`src/rtl/y_mux_pkg.sv`:
```
// y_mux_pkg: shared constants and helpers for the y_rr_mux arbiter family.
//   Y_MODE_RR   - round-robin arbitration
//   Y_MODE_PRIO - fixed priority, lowest channel index wins
//   Y_MODE_SEL  - explicit channel select
//   y_clog2     - ceiling log2, used to size channel index fields
package y_mux_pkg;

  localparam int Y_MODE_RR   = 0;
  localparam int Y_MODE_PRIO = 1;
  localparam int Y_MODE_SEL  = 2;

  function automatic int y_clog2(input int n);
    int r;
    r = 0;
    while ((1 << r) < n) r++;
    return r;
  endfunction

endpackage

```
`src/rtl/y_rr_pick.sv`:
```
// y_rr_pick: combinational rotate-priority picker.
//   req [CHANNELS-1:0] - request vector
//   ptr [IW-1:0]       - highest-priority channel; must be < CHANNELS
//   gnt [CHANNELS-1:0] - one-hot grant (zero when no request)
//   idx [IW-1:0]       - index of the granted channel
//   any                - at least one request was granted
// Scans ptr, ptr+1, ... wrapping modulo CHANNELS. With ptr tied to 0 it
// degenerates into a lowest-index-wins priority encoder.
module y_rr_pick
  import y_mux_pkg::*;
#(
  parameter  int CHANNELS = 4,
  localparam int IW       = y_clog2(CHANNELS)
) (
  input  logic [CHANNELS-1:0] req,
  input  logic [IW-1:0]       ptr,
  output logic [CHANNELS-1:0] gnt,
  output logic [IW-1:0]       idx,
  output logic                any
);

  int k;

  always_comb begin
    gnt = '0;
    idx = '0;
    any = 1'b0;
    k   = 0;
    for (int i = 0; i < CHANNELS; i++) begin
      k = int'(ptr) + i;
      if (k >= CHANNELS) k = k - CHANNELS;
      if (!any && req[k]) begin
        any    = 1'b1;
        gnt[k] = 1'b1;
        idx    = IW'(k);
      end
    end
  end

endmodule

```
`src/rtl/y_rr_mux.sv`:
```
// y_rr_mux: registered N-channel valid/ready arbiter/mux.
//   clk, rst   - clock, asynchronous active-high reset
//   in_data    - CHANNELS flattened SIZE-bit words, channel k at [k*SIZE +: SIZE]
//   in_valid   - per-channel valid
//   in_ready   - per-channel accept, one-hot or zero
//   sel        - served channel in explicit-select mode, ignored otherwise
//   out_data   - registered selected word
//   out_chan   - channel that supplied out_data
//   out_valid  - out_data holds an unconsumed word
//   out_ready  - downstream accept
// Single-entry output register without skid buffer: a new word is accepted
// only when the register is empty or being drained in the same cycle.
module y_rr_mux
  import y_mux_pkg::*;
#(
  parameter int SIZE     = 32,
  parameter int CHANNELS = 4,
  parameter int SELW     = 2,
  parameter int MODE     = Y_MODE_RR
) (
  input  logic                     clk,
  input  logic                     rst,
  input  logic [CHANNELS*SIZE-1:0] in_data,
  input  logic [CHANNELS-1:0]      in_valid,
  output logic [CHANNELS-1:0]      in_ready,
  input  logic [SELW-1:0]          sel,
  output logic [SIZE-1:0]          out_data,
  output logic [SELW-1:0]          out_chan,
  output logic                     out_valid,
  input  logic                     out_ready
);

  localparam int PW = y_clog2(CHANNELS);

  logic [SIZE-1:0]     data_p1;
  logic [SELW-1:0]     chan_p1;
  logic                vld_p1;
  logic [PW-1:0]       ptr_p1;

  logic                load;
  logic [PW-1:0]       pick_ptr;
  logic [CHANNELS-1:0] pk_gnt;
  logic [PW-1:0]       pk_idx;
  logic                pk_any;
  logic [CHANNELS-1:0] sel_gnt;
  logic [PW-1:0]       sel_idx;
  logic [CHANNELS-1:0] gnt;
  logic [PW-1:0]       gidx;
  logic                any;
  logic [SIZE-1:0]     word;

  assign load     = !vld_p1 || out_ready;
  assign pick_ptr = (MODE == Y_MODE_RR) ? ptr_p1 : '0;

  y_rr_pick #(.CHANNELS(CHANNELS)) u_pick (
    .req (in_valid),
    .ptr (pick_ptr),
    .gnt (pk_gnt),
    .idx (pk_idx),
    .any (pk_any)
  );

  // Compare the full sel code against each real channel so codes
  // >= CHANNELS can never match and never index past in_valid.
  always_comb begin
    sel_gnt = '0;
    sel_idx = '0;
    for (int k = 0; k < CHANNELS; k++) begin
      if (sel == SELW'(k) && in_valid[k]) begin
        sel_gnt[k] = 1'b1;
        sel_idx    = PW'(k);
      end
    end
  end

  always_comb begin
    gnt  = '0;
    gidx = '0;
    any  = 1'b0;
    word = '0;
    if (MODE == Y_MODE_SEL) begin
      any  = load && (|sel_gnt);
      gidx = sel_idx;
      if (any) gnt = sel_gnt;
    end else begin
      any  = load && pk_any;
      gidx = pk_idx;
      if (any) gnt = pk_gnt;
    end
    for (int k = 0; k < CHANNELS; k++) begin
      if (gnt[k]) word = in_data[k*SIZE +: SIZE];
    end
  end

  // Producers must not see an accept while the block is held in reset.
  assign in_ready = rst ? '0 : gnt;

  // ---- stage p1: output register and round-robin pointer ----
  always_ff @(posedge clk or posedge rst) begin
    if (rst) begin
      vld_p1  <= 1'b0;
      data_p1 <= '0;
      chan_p1 <= '0;
      ptr_p1  <= '0;
    end else begin
      if (load) begin
        vld_p1 <= any;
        if (any) begin
          data_p1 <= word;
          chan_p1 <= SELW'(gidx);
        end
      end
      if (MODE == Y_MODE_RR && any) begin
        ptr_p1 <= (int'(gidx) == CHANNELS - 1) ? '0 : gidx + PW'(1);
      end
    end
  end

  assign out_data  = data_p1;
  assign out_chan  = chan_p1;
  assign out_valid = vld_p1;

endmodule
```
`config.mk`:
```
export PLATFORM = sky130hd
export DESIGN_NAME = y_rr_mux
export DESIGN_NICKNAME = d
export VERILOG_FILES = /design/src/rtl/y_mux_pkg.sv /design/src/rtl/y_rr_pick.sv /design/src/rtl/y_rr_mux.sv
export SDC_FILE = /design/constraint.sdc
export NUM_CORES = 1
export LEC_CHECK = 0
export CORE_MARGIN = 2
export CORE_UTILIZATION = 38
export DETAILED_ROUTE_END_ITERATION = 8
export PLACE_DENSITY = 0.81
export SYNTH_ARGS = -nofsm -noshare
export SYNTH_HDL_FRONTEND = slang
export SYNTH_SLANG_ARGS = --single-unit
```
`constraint.sdc`:
```
create_clock -name clk -period 3.25 [get_ports clk]
set_clock_uncertainty 0.2 [all_clocks]
set_input_delay 0.4875 -clock clk [delete_from_list [all_inputs] [get_ports clk]]
set_output_delay 0.4875 -clock clk [all_outputs]
set_load 0.05 [all_outputs]
```
Yosys cells after proc, flatten, opt, wreduce, memory -nomap -nowiden
Cells that the tools add are included.
{"block": "classes", "n_addsub": 8, "order_cmp": 12, "eq_ne": 1, "mux": 43, "n_bitwise": 3, "reduce_logical": 14}
{"operator": "32-bit 2-to-1 mux", "n": 8}
{"operator": "32-bit by 1-bit >= comparator with 1-bit output (second input constant)", "n": 4}
{"operator": "32-bit by 4-bit less-than comparator with 1-bit output (second input constant)", "n": 4}
{"operator": "32-bit by 4-bit >= comparator with 1-bit output (second input constant)", "n": 3}
{"operator": "32-bit by 4-bit subtractor with 32-bit output (second input constant)", "n": 3}
{"operator": "4-bit 2-to-1 mux", "n": 6}
{"operator": "1-bit 2-to-1 mux", "n": 16}
{"operator": "4-bit OR", "n": 3}
{"operator": "2-bit 2-to-1 mux", "n": 5}
{"operator": "1-bit binary-select mux with 2-bit select", "n": 4}
{"operator": "1-bit demux with 2-bit select", "n": 4}
{"operator": "1-bit logical AND", "n": 8}
{"operator": "2-bit by 2-bit adder with 3-bit output (second input constant)", "n": 2}
{"operator": "1-bit logical NOT", "n": 4}
{"operator": "2-bit by 3-bit subtractor with 4-bit output (second input constant)", "n": 1}
{"operator": "2-bit by 1-bit adder with 3-bit output (second input constant)", "n": 1}
{"operator": "2-bit by 3-bit >= comparator with 1-bit output (second input constant)", "n": 1}
{"operator": "2-bit by 1-bit adder with 2-bit output (second input constant)", "n": 1}
{"operator": "2-bit by 1-bit == test with 1-bit output (second input constant)", "n": 1}
{"operator": "2-bit AND reduction", "n": 1}
{"operator": "1-bit logical OR", "n": 1}
{"block": "word_totals", "register_bits": 37, "input_bits": 137, "out_inout_bits": 39, "elab_cells": 85}

Depth between registers and ports, before layout
Gate-level depths: netlist (run 1).
{"block": "logic_depth", "ltp_word": 21, "depth_mapped": 13, "mapped_depth_nobuf": 8}

Modules after synthesis
From an unflattened synthesis (run 1), not the netlist that was laid out.
{"block": "hier_totals", "hier_cells": 360, "hier_area_um2": 3194.3}
{"mod": "y_rr_mux", "n_inst": 1, "cells_each": 312, "area_each_um2": 2733.9, "seq_area_each_um2": 925.9}
{"mod": "y_rr_pick", "n_inst": 1, "cells_each": 48, "area_each_um2": 460.4, "seq_area_each_um2": 0.0}

Worst setup path after synthesis (run 1)
OpenSTA, ideal clock, no wires.
{"block": "synth_path", "path_type": "reg2out", "from": "register (tool-made name)", "to": "output in_ready[1]", "arrival_ns": 3.814, "required_time_ns": 2.562, "slack_ns": -1.251, "path_stages_with_launch": 13, "path_buffers": 5, "path_cell_list": "dfrtp_1 buf_4 inv_1 ha_1 buf_6 mux4_2 buf_6 or3_1 a21o_1 and3_1 clkbuf_1 buf_2 nor3_1"}
{"item": "end: declaration", "line": "y_rr_mux.sv:25", "text": "output logic [CHANNELS-1:0] in_ready,"}

==> flow_summary.toml, run 1 <==
[yosys]
synthXorXnorAreaFrac_pct = 0.236
synth_cell_type_count = 55
adder_and_majority_cell_fraction_of_the_synthesized_area_pct = 1.35
synth.avg_cell_area_um2 = 8.42
synth_top_family_by_area = "compound AO/OA/AOI/OAI gates"
synth-compound-area-share_pct = 38.5
synth_commonest_cells = "sky130_fd_sc_hd__nand2_1, sky130_fd_sc_hd__inv_1, sky130_fd_sc_hd__dfrtp_1"
synth_largest_type_area_fraction_pct = 24.9
netlist_area_um2 = 3710
yosys-mux-area-fraction_pct = 2.60
synth_seq_cells = 37
synth-simple-area-share_pct = 19.1
edff_count_synth = 0
synthArstFlopShare_pct = 100
synth_area_leader_cell = "sky130_fd_sc_hd__dfrtp_1"
netlist_instances = 441
yosys_most_used_dff = "sky130_fd_sc_hd__dfrtp_1"
yosysSeqAreaShare_pct = 24.9
syn_nets = 582
ys_top_cells_by_area = "sky130_fd_sc_hd__dfrtp_1, sky130_fd_sc_hd__a211oi_2, sky130_fd_sc_hd__a32oi_1"
synthMostInstantiatedCell = "sky130_fd_sc_hd__nand2_1"
synthesis_warning_total = 0

[detailed_routing]
vias_per_cell = 6.10
drt-pass1-iter-count = 4
wire_per_inst_um = 20.2
dr.first_iter.drc_count = 255
ant_nets = 0
detail_route.drc_violations = 0
routed-via-count = 4603
totalWireLength_um = 15200

[worst_hold_path]
hp-start = "out_chan[1]"
min_path_type = "reg -> reg"

[global_routing]
global_route_wire_length_before_repair_um = 22600
largest_net_degree_at_the_start_of_global_routing = 55
global_route.overflow_total = 0
grt_pass1_vias = 4683
grt_antenna_before_repair = 0
grt_usage_pct = 27.1

[die]
die-height_um = 103
floorplan.core_area_um2 = 9640
rows = 36
boundaryPins = 176
die_area_um2 = 10600
floorplan.initialDensity_pct = 38.5
dieWidth_um = 103

[sta]
hold_viol = 0
worst-slew-pin-transition_ps = 565
slew_headroom_pct = 62.3
timing.final.crit_period_ps = 3480
timing.final.setup_violations = 21
fmax_mhz = 287
finalSetupTns_ps = -908
layout_setup_ws_ps = -234
timing.final.max_slew_violations = 0
rsz0062_at_grt = "true"
finalCritPeriodShare_pct = 107

[cells_and_area]
finalNonFillerCells = 754
drive_gt1_share_pct = 24.8
multi_input_area_um2 = 2610
insertedDiodeCount = 0
layout.cell_area.non_filler_um2 = 6240
ff_latch_area_um2 = 926
final_core_util_pct = 64.8
area_delta_synth_final_pct = 68.1
n_fill_cell = 831
finish.net_count = 761

[worst_setup_path]
critical_path.max_stage_delay_ps = 610
crit_path_end_kind = "primary output"
crit_path_top_delay_cell = "sky130_fd_sc_hd__mux4_2"
crit_path_start_kind = "flip-flop"
crit_type = "reg -> out"
timing.critical_path.arrival_ps = 2800
required_ps = 2560
path_delay_family = "simple AND/OR/NAND/NOR gates"
critical_path.max_fanout = 6
critPathBufInv = 3
timing.critical_path.cells = "inv_4, ha_4, mux4_2, buf_6, or3b_4, a21o_1, nand3_1, and3_4, buf_12"

[power]
power_density_over_the_cells_nw_per_um2 = 976
power.ir.vdd_worst_uv = 550
p_leak_nw = 2.28

[placement]
buffer_ports.inserted = 173
dpl-instance-area_um2 = 5780
number_of_cells_in_the_design_after_placement = 737
finalWeightedCongestion = 0.951
place.detailed.hpwl_um = 10000

[status]
run_status = "finished, violations left"
failed_checks = "setup timing"

[clock_tree]
cts_buffer_depth = 2
cts.htree.levels = 2
root_buffer = "sky130_fd_sc_hd__clkbuf_8"
cts.sink_count = 37
cts_made_buffers = 5
clkSlewWorstSetupHoldPaths_ps = 80
cts_tree = "built"
clk_latency_ps = 300

[run]
maxCapViolations = 0
-- worst paths after layout --
| path | to | cells past startpoint | slack (ps) |
|---|---|---|---|
| setup reg to reg | out_data[19] | 12 | -40 |
| setup / recovery | in_ready[0] | 9 | -230 |
| min in group asynchronous | out_data[11] | 3 | 470 |
| hold reg to reg | out_chan[1] | 2 | 300 |
| max in group asynchronous | out_data[10] | 3 | 2060 |
| hold / removal | out_chan[1] | 2 | 300 |
-- through the flow --
step	hold slack (ps)	setup slack, ps	power, mW
2_1_floorplan	441	-518	3.96
3_3_place_gp	268	-118	5.12
3_5_place_dp	282	-202	5.23
4_1_cts	300	-192	5.74
5_1_grt	314	-284	6.39
6_report	298	-234	6.09
-- routing by layer --
layer | vias up | GRT usage [%] | routed length (µm)
met5 | - | 0 | 0
met4 | 0 | 11.9 | 377
met3 | 37 | 5.29 | 1400
met2 | 276 | 46.6 | 7490
met1 | 2210 | 33.1 | 5950
li1 | 2080 | - | -
-- worst min-delay path, stage by stage, from the launching register on --
cell                      delay, ps
sky130_fd_sc_hd__dfrtp_1        350
sky130_fd_sc_hd__nand2_1         60
sky130_fd_sc_hd__nand2_1         60
-- cell type report --
cell class,instances,share of cell area (%)
clock buffers,7,1.54
repair buffers,226,36.8
multi-input cells,312,41.8
flip-flops and latches,37,14.8
inverters,38,2.33
clock inverters,1,0.0802
well taps,133,2.67
-- cells in the final DEF, fill, tap and decap left out, drive strengths merged, types with 3 or more instances in the layout --
| cell type | count |
|---|---|
| clkbuf | 9 |
| dlygate4sd2 | 3 |
| nor3 | 3 |
| nand2 | 75 |
| mux2i | 4 |
| inv | 37 |
| ha | 4 |
| o21ai | 6 |
| a21oi | 8 |
| o41ai | 32 |
| nor3b | 3 |
| o311ai | 32 |
| a21o | 3 |
| nand3 | 34 |
| dfrtp | 37 |
| or3 | 6 |
| mux4 | 3 |
| buf | 55 |
| a32oi | 32 |
| clkdlybuf4s50 | 165 |
| a211oi | 32 |
| and3 | 3 |
-- flip-flops by register name, summed over array words and instances (netlist names), named ones only --
name,flops
out_data,32
out_chan,2
pick_ptr,1
out_valid,1
-- power by group --
part	switching (mW)	internal (mW)	total, mW
clock	0.187	0.192	0.379
sequential	0.134	0.685	0.819
combinational	2.93	1.96	4.89
-- cells by family (layout without fill, tap and decap cells) --
kind of cell,Yosys count,after routing
and+or+nand+nor,144,144
buffers and inverters,93,272
xor gates and xnor gates,1,1
DFF,37,37
muxes,7,8
AOI/OAI and AO/OA,155,155
adders and majority gates,4,4
-- timing repair --
action | CTS | global route
endpoints found under the setup margin | 5 | 36
cloned | 1 | 2
hold buffers | 0 | 0
gates resized for setup | 9 | 40
setup buffers | 1 | 5
pin swaps | 5 | 39
Note: power is estimated with default switching activity, not from simulation.
==> run 2, diff against run 1 <==
TNS_END_PERCENT = 100   (was default)
==> results of run 2 <==
Same layout as run 1: the final DEF is identical, and so are final timing and power.
